--- config.mk ---
export PLATFORM = sky130hd
export DESIGN_NAME = fetch_execute_queue
export DESIGN_NICKNAME = d
export VERILOG_FILES = /design/src/rtl/rv32i_types_pkg.sv /design/src/rtl/fetch_execute_queue.sv
export SDC_FILE = /design/constraint.sdc
export NUM_CORES = 1
export LEC_CHECK = 0
export BUFFER_PORTS_ARGS = -buffer_cell sky130_fd_sc_hd__buf_2
export CAP_MARGIN = 20
export CORE_AREA = 2 2 131 133
export DETAILED_ROUTE_END_ITERATION = 8
export DIE_AREA = 0 0 133 135
export PLACE_DENSITY = 0.77
export SYNTH_ARGS = -nofsm -noshare
export SYNTH_HDL_FRONTEND = slang
export SYNTH_SLANG_ARGS = --single-unit
--- constraint.sdc ---
create_clock -name CLK -period 7.9 [get_ports CLK]
set_clock_uncertainty 0.2 [all_clocks]
set_input_delay 0.395 -clock CLK [delete_from_list [all_inputs] [get_ports CLK]]
set_output_delay 0.395 -clock CLK [all_outputs]
set_load 0.05 [all_outputs]
--- src/rtl/rv32i_types_pkg.sv ---
// rtl/rv32i_types_pkg.sv - shared RV32I datapath types
// Word type and the fetch-to-execute bundle carried through the queue.
package rv32i_types_pkg;

    localparam int XLEN = 32;

    typedef logic [XLEN-1:0] word_t;

    typedef struct packed {
        word_t pc;
        word_t instr;
        word_t npc;
    } fe_bundle_t;

    function automatic logic pc_misaligned(input word_t pc);
        return pc[1:0] != 2'b00;
    endfunction

endpackage

--- src/rtl/fetch_execute_queue.sv ---
// rtl/fetch_execute_queue.sv - in-order fetch-to-execute bundle queue
// Registered-occupancy FIFO; in_ready never depends on out_ready, no bypass.
module fetch_execute_queue
    import rv32i_types_pkg::*;
#(
    parameter int DEPTH = 2
) (
    input  logic                     CLK,
    input  logic                     RST,
    input  logic                     in_valid,
    output logic                     in_ready,
    input  word_t                    in_pc,
    input  word_t                    in_instr,
    input  word_t                    in_npc,
    output logic                     out_valid,
    input  logic                     out_ready,
    output word_t                    out_pc,
    output word_t                    out_instr,
    output word_t                    out_npc,
    output logic                     out_misaligned,
    input  logic                     flush,
    output logic [$clog2(DEPTH):0]   count
);

    localparam int PW = $clog2(DEPTH);
    localparam int CW = PW + 1;
    localparam logic [CW-1:0] FULL_COUNT = CW'(DEPTH);

    fe_bundle_t       mem [DEPTH];
    logic [PW-1:0]    rptr;
    logic [PW-1:0]    wptr;
    logic [CW-1:0]    count_q;
    logic             push;
    logic             pop;
    fe_bundle_t       head;
    fe_bundle_t       in_bundle;

    assign in_bundle = '{pc: in_pc, instr: in_instr, npc: in_npc};

    // Ready is derived from registered occupancy only, so execute stalls never reach fetch combinationally.
    assign in_ready  = !RST && !flush && (count_q != FULL_COUNT);
    assign out_valid = (count_q != '0);
    assign push      = in_valid && in_ready;
    assign pop       = out_valid && out_ready;

    always_ff @(posedge CLK) begin
        if (RST) begin
            rptr    <= '0;
            wptr    <= '0;
            count_q <= '0;
            for (int i = 0; i < DEPTH; i++) begin
                mem[i] <= '0;
            end
        end else if (flush) begin
            rptr    <= '0;
            wptr    <= '0;
            count_q <= '0;
        end else begin
            if (push) begin
                mem[wptr] <= in_bundle;
                wptr      <= wptr + PW'(1);
            end
            if (pop) begin
                rptr <= rptr + PW'(1);
            end
            count_q <= count_q + CW'(push) - CW'(pop);
        end
    end

    assign head           = mem[rptr];
    assign out_pc         = head.pc;
    assign out_instr      = head.instr;
    assign out_npc        = head.npc;
    assign out_misaligned = out_valid && pc_misaligned(head.pc);
    assign count          = count_q;

endmodule

Word level (Yosys, flattened, before mapping). Memory sizes are Yosys's and may differ from the RTL's. A register that Yosys moved wholly into a read port is not among the register bits. Index checks and enable logic that the tools add are counted.

Register bits after elaboration: 4. Output and inout port bits: 101. Bits in writable memories: 192. Word-level logic and storage cells: 31. Memories: 1. Bits of input ports: 101.

Eq/ne operators: 1. $add $sub $neg: 4. Muxes and demuxes: 11. Reduce and logical (&&, ||, !) cells: 11.

Memories: mem (depth 2, width 96, read ports 1, clocked after memory_dff 1, wr ports 2, RTL line fetch_execute_queue.sv:29) `fe_bundle_t mem [DEPTH];`.

Operator list (number): $mux 96 (1); $reduce_or 96->1 (1); $mux 1 (10); $logic_and 1x1->1 (5); $reduce_bool 2->1 (2); $add 1x1->1 const B (2); $add 2x1->2 (1); $logic_not 1->1 (2); $ne 2x2->1 const B (1); $reduce_or 2->1 (1); $sub 2x1->2 (1).

Depth between registers and ports, before layout.
Depth after elaboration: 10. Mapped depth: 9. Mapped depth without buffers: 9.

Worst setup path before layout. Ideal clock, no wire load.

Kind: register to register. From: register count_q[0], in the netlist count[0]. To: memory mem[0][0] in the netlist's numbering (enable). Setup slack: 4572 ps. Cell stages (with the launch flop): 5. Data required time: 7286 ps. Arrival time: 2714 ps. Cells stage by stage: dfxtp_1 and2b_4 nor4b_4 buf_6 or2_2.

RTL lines: from (decl) (RTL line fetch_execute_queue.sv:32) `logic [CW-1:0] count_q;`; from (signal assigned) (RTL line fetch_execute_queue.sv:66) `count_q <= count_q + CW'(push) - CW'(pop);`; to (decl) (RTL line fetch_execute_queue.sv:29).

==> impl_metrics.toml <==
[sta]
slew_violations = 0
finalSetupViolCount = 0
fin_crit_ns = 3.26
final.setup.tns_ns = 0
rsz0062_at_grt = "no"
max_freq_mhz = 307
hold_violations = 0
maxSlewHeadroom_pct = 39.4
finalCritPeriodShare_pct = 41.3
worst_pin_slew_ns = 0.910

[setup_path]
worst-setup-path-type = "register to output pin"
max_stage_delay_ns = 0.80
cp_max_fo = 66
crit_path_start_kind = "register"
cp.required_ns = 7.30
regToRegStartpoint = "count[0]"
slowest_stage = "buf_4"
critical_path_arrival_ns = 2.67
crit_path_cell_trace = "buf_4, mux2_2, o21a_1, buf_2"
r2r-end = "mem[0][57]"
cpLargestDelayFamily = "buffers and inverters"
rr_worst_depth = 4
crit_buf_inv = 2
rrSetupSlack_ns = 5.07
worstSetupEndpointType = "output pin"

[routing]
viasPerCell = 5.14
drcViolationCount = 0
ant_nets = 0
num_vias = 4995
post_drt_wl_per_cell_um = 17.2
drtIter0Drc = 298
drt-total-wl_mm = 16.7
drt_pass1_iterations = 4

[synth]
synth_area_leaders = "edfxtp_1 68%, and2_1 14%, mux2_2 13%"
syn_avg_cell_area_sq_um = 15.7
ys_seq_area_share_pct = 68.9
yosysWarnings = 0
syn-num-nets = 646
yosys.area.top_type = "edfxtp_1"
yosysTopAreaCellShare_pct = 67.8
ys_seq_elements = 197
syn-cell-area_sq_um = 8510
ys_types = 24
synthCells = 543

[final_layout]
area_growth_pct = 20.3
stdcell_count = 971
multi_input_area_sq_um = 2480
nFillCells = 1231
seqCellArea_sq_um = 5870
mostFrequentLayoutCells = "201 x buf_2, 192 x edfxtp_1, 189 x and2_1"
drive_above_1_share_pct = 45.9
layout_commonest_cell = "buf_2"
postLayoutCellArea_sq_um = 10200
finalNetCount = 839

[clocking]
root_buffer = "clkbuf_16"
cts.sinks = 197
h-tree-depth = 4
cts.clk_slew.worst_paths_ns = 0.07
cts_buffer_depth = 2
cts_tree = "done"
cts-hold-fix-buffers = 0
worstSkewPairLatency_ns = 0.42
postCtsResizedCells = 0
cts_buffers = 17
post_cts_buffers = 0

[min_path]
hold_path_end = "mem[0][0]"
hold_path_depth = 2
hold_path_class = "input port to register"
min_from = "in_npc[0]"

[global_routing]
track_usage_pct = 19.0
grt_pass1_vias = 5267
grtUsageMet1_pct = 22.4
grt-ovfl-total = 0
grtUsageMet3_pct = 6.34
grt_pass1_wl_mm = 26.1
grt_max_degree = 98
grt_busiest_layer = "met2"
grt_antenna_before_repair = 4
grt_use_met2_pct = 33.0

[outcome]
status = "finished, final reports clean"

[power_and_ir_drop]
p_per_area_nw_per_um2 = 222
power.leakage_nw = 4.27
vdd_ir_drop_max_uv = 141

[placement]
place_area_sq_um = 9670
place_congestion = 0.743
placed_cells = 937
numPortBuffers = 201
hpwl_mm = 10.6

[flow_run]
drv_cap = 0

[floorplan]
rows = 47
initial_core_util_pct = 51.9
fp.dieH_um = 135
fp.coreArea_sq_um = 16400
io_pins = 202
die_area_sq_um = 18000
die_w_um = 133
logic make-up after synthesis:
logic type | synth area share, %
buf+inv | 1.97
fa+ha+maj | 0.294
mux | 12.7
compound gates | 0.265
flops | 68.9
simple gates | 15.6
xor+xnor | 0.206
how the worst max path moves through the flow:
stage | startpoint | to | slack, ns | depth (start not counted)
finish | register | out_misaligned | 4.64 | 4
global route | register | out_misaligned | 4.47 | 4
CTS | register | out_misaligned | 4.57 | 4
detailed placement | flush | mem[0][47] | 4.93 | 5
global placement | flush | mem[0][31] | 4.98 | 5
floorplan | count[0] | mem[0][0] | 4.57 | 4
layout make-up:
| cell class | instances | share of cell area (%) |
|---|---|---|
| sequential | 197 | 57.4 |
| timing repair buffer | 206 | 10.2 |
| clock buffer | 25 | 4.94 |
| tap | 220 | 2.69 |
| clock inverter | 7 | 0.477 |
| inverter | 1 | 0.0367 |
| antenna | 2 | 0.0489 |
| multi-input combinational | 313 | 24.2 |
synth_stat cells, drive strengths merged:
library cell and count:
or2 4, nor3 1, and2b 1, xor2 1, dfxtp 5, nor2b 1, ha 2, nor2 5
o21a 2, xnor2 1, clkbuf 20, and2 194, nor4b 1, o21bai 1, buf 12, mux2 96
inv 1, and4b 1, edfxtp 192, nand2 2
metal layers:
metal / share of wire, % / vias to the layer above
met3: 8.1 / 25
met2: 50 / 184
met1: 41 / 2474
met4: 1.4 / 2
li1: - / 2310
met5: 0.078 / -
metrics by stage:
step	total power, W	hold WS [ns]	setup WS, ns	util, %
3_5_place_dp	0.00149	0.306	4.93	59.0
4_1_cts	0.00228	0.0384	4.57	62.3
5_1_grt	0.00234	0.0472	4.47	62.4
6_report	0.00227	0.0503	4.64	62.4
2_1_floorplan	0.00142	0.274	4.57	-
3_3_place_gp	0.00149	0.285	4.98	59.0
where the power goes:
group	switching, W	total [W]	internal, W
Clock	0.000356	0.000801	0.000445
Combinational	0.000185	0.000259	0.0000740
Sequential	0.0000123	0.00121	0.00120
flip-flops by register name (all words and copies together), names as in the netlist, named ones only:
register  cells
count         2
mem         192
rptr          1
wptr          1
worst register-to-register path, delay by kind of cell, from the launching register on:
| family | cells | cell delay [ns] |
|---|---|---|
| buffers and inverters | 1 | 0.69 |
| AND/OR/NAND/NOR | 3 | 1.11 |
| flip-flops | 1 | 0.39 |
Note: power is estimated with default switching activity, not from simulation.
